File: src/rtl/keypad_scanner.sv
// keypad_scanner
//   Scans a 4x4 matrix keypad (PmodKYPD-style) by pulling one column low at a
//   time and reading the rows back. It debounces whole scans, pulses once per
//   accepted key and shifts each accepted hex digit into a 16-bit entry
//   register.
//
// Ports
//   clk        in   1   system clock
//   reset      in   1   asynchronous, active-high; clears all state
//   col        out  4   column drive, active-low one-hot
//   row        in   4   row sense, active-low, asynchronous to clk
//   key_valid  out  1   one-clk pulse when a key is accepted
//   key_code   out  4   hex code of the last accepted key
//   key_down   out  1   high from accept until the release is accepted
//   value      out  16  entry register, {value[11:0], key_code} on each accept
//
// Parameters
//   SCAN_DIV      clk cycles each column is driven (>= 4)
//   DEBOUNCE      identical full scans needed to accept a press or a release
//   REPEAT_DELAY  full scans held before the first auto-repeat
//   REPEAT_RATE   full scans between later auto-repeats
//
// Build option
//   KEYPAD_REPEAT_EN  when defined, a held key auto-repeats; when undefined the
//                     REPEAT_* parameters are ignored and a press emits once.

module keypad_scanner #(
  parameter int unsigned SCAN_DIV     = 25_000,
  parameter int unsigned DEBOUNCE     = 20,
  parameter int unsigned REPEAT_DELAY = 500,
  parameter int unsigned REPEAT_RATE  = 100
) (
  input  logic        clk,
  input  logic        reset,
  output logic [3:0]  col,
  input  logic [3:0]  row,
  output logic        key_valid,
  output logic [3:0]  key_code,
  output logic        key_down,
  output logic [15:0] value
);

  localparam int unsigned DIV_W  = $clog2(SCAN_DIV);
  localparam int unsigned STAB_W = (DEBOUNCE > 1) ? $clog2(DEBOUNCE + 1) : 1;

  localparam logic [DIV_W-1:0]  DIV_LAST = DIV_W'(SCAN_DIV - 1);
  localparam logic [STAB_W-1:0] STAB_MAX = STAB_W'(DEBOUNCE);
  localparam logic [STAB_W-1:0] STAB_ONE = STAB_W'(1);

  if (SCAN_DIV < 4) begin : g_bad_scan_div
    $error("keypad_scanner: SCAN_DIV must be >= 4");
  end
  if (DEBOUNCE < 1) begin : g_bad_debounce
    $error("keypad_scanner: DEBOUNCE must be >= 1");
  end

  typedef enum logic [1:0] {
    IDLE,
    PRESS_DB,
    HELD,
    REL_DB
  } state_t;

  // ---------------------------------------------------------------------------
  // Row synchronizer (rows idle high through the external pull-ups)
  // ---------------------------------------------------------------------------
  logic [3:0] row_meta;
  logic [3:0] row_sync;

  always_ff @(posedge clk or posedge reset) begin
    if (reset) begin
      row_meta <= '1;
      row_sync <= '1;
    end else begin
      row_meta <= row;
      row_sync <= row_meta;
    end
  end

  // ---------------------------------------------------------------------------
  // Column scan
  // ---------------------------------------------------------------------------
  logic [DIV_W-1:0] dwell;
  logic [1:0]       col_idx;
  logic             sample;
  logic             scan_done;

  // Sampling on the last dwell cycle leaves SCAN_DIV-1 cycles for the row
  // lines plus the two synchronizer stages to settle after a column change.
  assign sample    = (dwell == DIV_LAST);
  assign scan_done = sample && (col_idx == 2'd3);
  assign col       = ~(4'b0001 << col_idx);

  always_ff @(posedge clk or posedge reset) begin
    if (reset) begin
      dwell   <= '0;
      col_idx <= '0;
    end else if (sample) begin
      dwell   <= '0;
      col_idx <= col_idx + 2'd1;
    end else begin
      dwell   <= dwell + DIV_W'(1);
    end
  end

  // ---------------------------------------------------------------------------
  // Key bitmap, bit 4*r+c = key at row r / column c is down
  // ---------------------------------------------------------------------------
  logic [15:0] bitmap;
  logic [15:0] bitmap_next;

  always_comb begin
    bitmap_next = bitmap;
    if (sample) begin
      for (int unsigned r = 0; r < 4; r++) begin
        bitmap_next[{r[1:0], col_idx}] = ~row_sync[r];
      end
    end
  end

  always_ff @(posedge clk or posedge reset) begin
    if (reset) begin
      bitmap <= '0;
    end else begin
      bitmap <= bitmap_next;
    end
  end

  // ---------------------------------------------------------------------------
  // Scan classification (evaluated on the bitmap including the final column)
  // ---------------------------------------------------------------------------
  function automatic logic [3:0] map_key(input logic [3:0] pos);
    logic [3:0] code;
    case (pos)
      4'd0:    code = 4'h1;
      4'd1:    code = 4'h2;
      4'd2:    code = 4'h3;
      4'd3:    code = 4'hA;
      4'd4:    code = 4'h4;
      4'd5:    code = 4'h5;
      4'd6:    code = 4'h6;
      4'd7:    code = 4'hB;
      4'd8:    code = 4'h7;
      4'd9:    code = 4'h8;
      4'd10:   code = 4'h9;
      4'd11:   code = 4'hC;
      4'd12:   code = 4'h0;
      4'd13:   code = 4'hF;
      4'd14:   code = 4'hE;
      default: code = 4'hD;
    endcase
    return code;
  endfunction

  logic [1:0] hits;      // saturating: 0, 1, 2 = two or more
  logic [3:0] hit_pos;
  logic       scan_single;
  logic       scan_none;
  logic [3:0] scan_code;

  always_comb begin
    hits    = '0;
    hit_pos = '0;
    for (int unsigned i = 0; i < 16; i++) begin
      if (bitmap_next[i]) begin
        if (hits != 2'd2) begin
          hits = hits + 2'd1;
        end
        hit_pos = 4'(i);
      end
    end
    scan_single = (hits == 2'd1);
    scan_none   = (hits == 2'd0);
    scan_code   = map_key(hit_pos);
  end

  // ---------------------------------------------------------------------------
  // Debounce / emission FSM, advanced once per full scan
  // ---------------------------------------------------------------------------
  state_t            state;
  state_t            state_n;
  logic [STAB_W-1:0] stab;
  logic [STAB_W-1:0] stab_n;
  logic [3:0]        cand;
  logic [3:0]        cand_n;
  logic              down_n;
  logic              emit;

`ifdef KEYPAD_REPEAT_EN
  localparam int unsigned RPT_MAX = (REPEAT_DELAY > REPEAT_RATE) ? REPEAT_DELAY : REPEAT_RATE;
  localparam int unsigned RPT_W   = (RPT_MAX > 1) ? $clog2(RPT_MAX + 1) : 1;

  if (REPEAT_DELAY < 1 || REPEAT_RATE < 1) begin : g_bad_repeat
    $error("keypad_scanner: REPEAT_DELAY and REPEAT_RATE must be >= 1");
  end

  logic [RPT_W-1:0] rpt_cnt;
  logic [RPT_W-1:0] rpt_cnt_n;
  logic             rpt_rate;     // first repeat already issued for this hold
  logic             rpt_rate_n;
`endif

  always_comb begin
    state_n = state;
    stab_n  = stab;
    cand_n  = cand;
    down_n  = key_down;
    emit    = 1'b0;
`ifdef KEYPAD_REPEAT_EN
    rpt_cnt_n  = rpt_cnt;
    rpt_rate_n = rpt_rate;
`endif

    if (scan_done) begin
      case (state)
        IDLE: begin
          if (scan_single) begin
            cand_n = scan_code;
            stab_n = STAB_ONE;
            if (STAB_ONE == STAB_MAX) begin
              state_n = HELD;
              emit    = 1'b1;
              down_n  = 1'b1;
            end else begin
              state_n = PRESS_DB;
            end
          end
        end

        PRESS_DB: begin
          if (scan_single && (scan_code == cand)) begin
            stab_n = stab + STAB_ONE;
            if (stab_n == STAB_MAX) begin
              state_n = HELD;
              emit    = 1'b1;
              down_n  = 1'b1;
            end
          end else if (scan_single) begin
            cand_n = scan_code;
            stab_n = STAB_ONE;
          end else begin
            state_n = IDLE;
            stab_n  = '0;
          end
        end

        HELD: begin
          // Any other key, or several keys, keeps the hold: a new key is only
          // taken after the current one has been released.
          if (scan_none) begin
            stab_n = STAB_ONE;
            if (STAB_ONE == STAB_MAX) begin
              state_n = IDLE;
              down_n  = 1'b0;
            end else begin
              state_n = REL_DB;
            end
          end
`ifdef KEYPAD_REPEAT_EN
          else begin
            rpt_cnt_n = rpt_cnt + RPT_W'(1);
            if (rpt_cnt_n == (rpt_rate ? RPT_W'(REPEAT_RATE) : RPT_W'(REPEAT_DELAY))) begin
              emit       = 1'b1;
              rpt_cnt_n  = '0;
              rpt_rate_n = 1'b1;
            end
          end
`endif
        end

        REL_DB: begin
          if (scan_none) begin
            stab_n = stab + STAB_ONE;
            if (stab_n == STAB_MAX) begin
              state_n = IDLE;
              down_n  = 1'b0;
            end
          end else begin
            state_n = HELD;
          end
        end

        default: begin
          state_n = IDLE;
          stab_n  = '0;
        end
      endcase
    end

`ifdef KEYPAD_REPEAT_EN
    // Any path other than HELD->HELD (accept, release start, release abort)
    // restarts the repeat delay.
    if ((state != HELD) || (state_n != HELD)) begin
      rpt_cnt_n  = '0;
      rpt_rate_n = 1'b0;
    end
`endif
  end

  always_ff @(posedge clk or posedge reset) begin
    if (reset) begin
      state     <= IDLE;
      stab      <= '0;
      cand      <= '0;
      key_valid <= 1'b0;
      key_code  <= '0;
      key_down  <= 1'b0;
      value     <= '0;
    end else begin
      state     <= state_n;
      stab      <= stab_n;
      cand      <= cand_n;
      key_valid <= emit;
      key_down  <= down_n;
      if (emit) begin
        key_code <= cand_n;
        value    <= {value[11:0], cand_n};
      end
    end
  end

`ifdef KEYPAD_REPEAT_EN
  always_ff @(posedge clk or posedge reset) begin
    if (reset) begin
      rpt_cnt  <= '0;
      rpt_rate <= 1'b0;
    end else begin
      rpt_cnt  <= rpt_cnt_n;
      rpt_rate <= rpt_rate_n;
    end
  end
`endif

endmodule

File: config.mk
export PLATFORM = sky130hd
export DESIGN_NAME = keypad_scanner
export DESIGN_NICKNAME = d
export VERILOG_FILES = /design/src/rtl/keypad_scanner.sv
export SDC_FILE = /design/constraint.sdc
export NUM_CORES = 1
export LEC_CHECK = 0
export ABC_CLOCK_PERIOD_IN_PS = 18490
export BUFFER_PORTS_ARGS = -buffer_cell sky130_fd_sc_hd__clkbuf_2
export CELL_PAD_IN_SITES_DETAIL_PLACEMENT = 1
export CELL_PAD_IN_SITES_GLOBAL_PLACEMENT = 1
export CORE_UTILIZATION = 53
export CTS_BUF_LIST = sky130_fd_sc_hd__clkbuf_4
export DETAILED_ROUTE_END_ITERATION = 16
export PLACE_DENSITY = 0.95
export SETUP_SLACK_MARGIN = 0.05
export SYNTH_ARGS = -nofsm -noshare
export SYNTH_HDL_FRONTEND = slang
export SYNTH_SLANG_ARGS = --single-unit
File: constraint.sdc
create_clock -name clk -period 18.49 [get_ports clk]
set_input_delay 3.698 -clock clk [delete_from_list [all_inputs] [get_ports clk]]
set_output_delay 3.698 -clock clk [all_outputs]
set_load 0.1 [all_outputs]
==> run_results.csv <==
group,metric,value,unit
worst_setup_path,startpoint_type,"flop",
power,ir_drop,0.00003248,V
synth,syn_nets,621,
worst_setup_path,setup.worst_path.start,"dwell[11]$_DFF_PP0_",
synth,ys_seq_area_share,32.57,%
timing,skew,0.009850,ns
power,seqPwrFrac,60.4,%
route,drt_iter0_markers,325,
global_routing,grt.total_usage,32.69,%
worst_setup_path,slowest_stage,"and2_1",
cells_and_area,num-fill-cells,1169,
route,via_count,4966,
synth,yosys-top-cells-count,"nand2_1 (71), dfrtp_1 (62), nor2_1 (43)",
timing,rsz0062_at_grt,"false",
synth,ys_async_sr_fraction,100.0,%
placed_design,portBuffers,31,
cts,cts_setup_buffers,0,
synth,synth_cells,599,
die,die_h,103.0,um
timing,finalCritPeriodShare,53.20,%
cts,clock_path_buffers,2,
worst_setup_path,worstPathRequired,18.82,ns
min_path,hold_class,"flop to flop",
global_routing,grt_max_degree,42,
synth,ys_top_cells_by_area,"dfrtp_1 (29%), nand2_1 (4.9%), dfstp_2 (3.9%), ha_1 (3.7%), nor2_1 (3.0%)",
timing,final.min_clock_period,9.836,ns
timing,fmax,101.7,MHz
die,core-area,0.009819,mm^2
timing,slew_violations,0,
route,wire_per_inst,22.00,um
power,sw_frac_of_total,23.65,%
min_path,hp-start,"row_meta[1]$_DFF_PP1_",
global_routing,grt_pass1_wl,26.36,mm
synth,ys.flop_type,"dfrtp_1",
die,row_count,36,
synth,yosys.area.top_type,"dfrtp_1",
cts,cts_root_buf,"clkbuf_4",
cells_and_area,num-nets-final,637,
timing,finalHoldViolations,0,
route,drc,0,
global_routing,grt_overflow_total,0,
power,p_leak,0.002592,uW
cts,clk_latency,0.44,ns
worst_setup_path,crit_path_end_kind,"flop",
cts,postCtsHoldBufs,0,
synth,yosys.area.top_type_share,28.68,%
route,ant_nets,0,
power,pwr-share-comb,1.8,%
power,clockPowerShare,37.8,%
cells_and_area,syn_to_final_growth,5.621,%
synth,ys_seq_elements,70,
worst_setup_path,crit_top_cell,"xnor2_1",
route,firstDrtPassIters,7,
cts,ctsResizeCount,0,
cts,path_clk_slew,0.12,ns
timing,slew_headroom,38.62,%
placed_design,gp_congestion,0.9276,
timing,worst_pin_slew,0.9207,ns
status,status,"completed",
cts,ctsHtreeMaxLevel,3,
worst_setup_path,cp_max_fo,17,
global_routing,grt_pass1_vias,5159,
synth,synth_cell_types,95,
worst_setup_path,critPathKind,"flop to flop",
route,vias_per_cell,6.586,
flow_run,drv_cap,0,
cells_and_area,drive_above_1_share,17.10,%
die,pin_count,32,
timing,hold_slack,0.3641,ns
timing,finalSetupTns,0,ns
die,die_area,0.01061,mm^2
route,routed_wl,16.59,mm
global_routing,antenna_found_initial,1,
synth,syn_area_per_cell,9.030,um^2
power,netSwitchingPower,60.88,uW
synth,synth_edf_count,0,
worst_setup_path,max_stage_delay,0.78,ns
cts,numCtsBuffers,9,
power,cellInternalPower,196.6,uW
synth,ys.warnings.count,0,
die,die_w,103.0,um
worst_setup_path,crit_arrival,10.17,ns
placed_design,dp_hpwl,12.24,mm
worst_setup_path,r2r_start,"dwell[11]$_DFF_PP0_",
timing,setup_ws,8.654,ns
synth,synth.most_common_cell,"nand2_1",
cts,cts_sinks,70,
die,start_util,55.08,%
cts,cts_tree,"built",
synth,synth_area,0.005409,mm^2
power,powerDensity,45.07,mW/mm^2
timing,setup_viol,0,
placed_design,pre_cts_slack,8.782,ns
[path summary, 6_finish.rpt]
check	to	slack [ns]	cells past startpoint
max	key_code[0]$_DFFE_PP0P_	8.65	30
min	row_sync[1]$_DFF_PP1_	0.36	0
max reg2reg	key_code[0]$_DFFE_PP0P_	8.65	30
min reg2reg	row_sync[1]$_DFF_PP1_	0.36	0
max in group asynchronous	row_meta[3]$_DFF_PP1_	14.14	3
min in group asynchronous	dwell[6]$_DFF_PP0_	3.33	2
[state kept, by name, summed over array words and instances, names as in the netlist]
name	cells
bitmap	16
cand	4
col_idx	2
dwell	15
key_code	3
key_down	1
key_valid	1
row_meta	4
row_sync	4
stab	5
state	2
value	13
[through the flow]
| step | cells | power (uW) | util, % | cell area (um^2) |
|---|---|---|---|---|
| 5_1_grt | 754 | 263.7 | 58.18 | 5713 |
| 2_1_floorplan | 599 | 160.8 | - | 5409 |
| 3_5_place_dp | 737 | 163.2 | 56.86 | 5583 |
| 6_report | 754 | 257.5 | 58.18 | 5713 |
| 4_1_cts | 753 | 257.8 | 58.15 | 5710 |
| 3_3_place_gp | 737 | 162.7 | 56.86 | 5583 |
[metal layers]
layer	track usage [%]	vias up	wire length [um]
met5	0	-	0
met4	18.53	0	700
met3	4.475	72	627
met2	57.33	180	8479
met1	38.37	2492	6780
li1	-	2222	-
[cells in the final DEF, fill, tap and decap left out, drive strengths merged, types with 15 or more instances in the layout]
cell type,count
nand2,73
dfrtp,62
nor2,47
clkbuf,41
inv,33
nand3,26
o21ai,26
a21oi,22
mux2,22
ha,16
xnor2,16
mux2i,16
nor3,15
[area by class of cell]
| class | instances | area (um^2) | share of cell area [%] |
|---|---|---|---|
| Antenna cell | 1 | 2.502 | 0.04380 |
| Clock buffer | 10 | 75.07 | 1.314 |
| Clock inverter | 6 | 52.55 | 0.9198 |
| Inverter | 39 | 148.9 | 2.606 |
| Multi-Input combinational cell | 462 | 3336 | 58.39 |
| Sequential cell | 70 | 1762 | 30.84 |
| Tap cell | 133 | 166.4 | 2.913 |
| Timing Repair Buffer | 33 | 170.2 | 2.979 |
[worst max-delay path: cells and delay by family (launching register included)]
family,cells,cell delay [ns]
AOI/OAI and AO/OA,10,3.28
xor gates and xnor gates,3,0.57
adders and majority gates,2,0.67
buffers and inverters,1,0.14
DFF,1,0.42
muxes,4,0.97
and+or+nand+nor,10,3.61
[kinds of logic after synthesis]
| family | synth area share, % |
|---|---|
| AOI/OAI and AO/OA | 22.09 |
| muxes | 8.859 |
| DFF | 32.57 |
| xor gates and xnor gates | 4.974 |
| and+or+nand+nor | 22.04 |
| adders and majority gates | 3.701 |
| buffers and inverters | 5.760 |
[power groups by stage]
| stage | registers [uW] | logic, uW | clock network, uW |
|---|---|---|---|
| floorplan | 158 | 2.91 | 0 |
| global placement | 158 | 4.36 | 0 |
| detailed placement | 158 | 4.70 | 0 |
| CTS | 156 | 4.70 | 97.5 |
| global route | 156 | 5.25 | 103 |
| finish | 156 | 4.53 | 97.3 |
No activity file was read; power rests on OpenSTA's default activity.
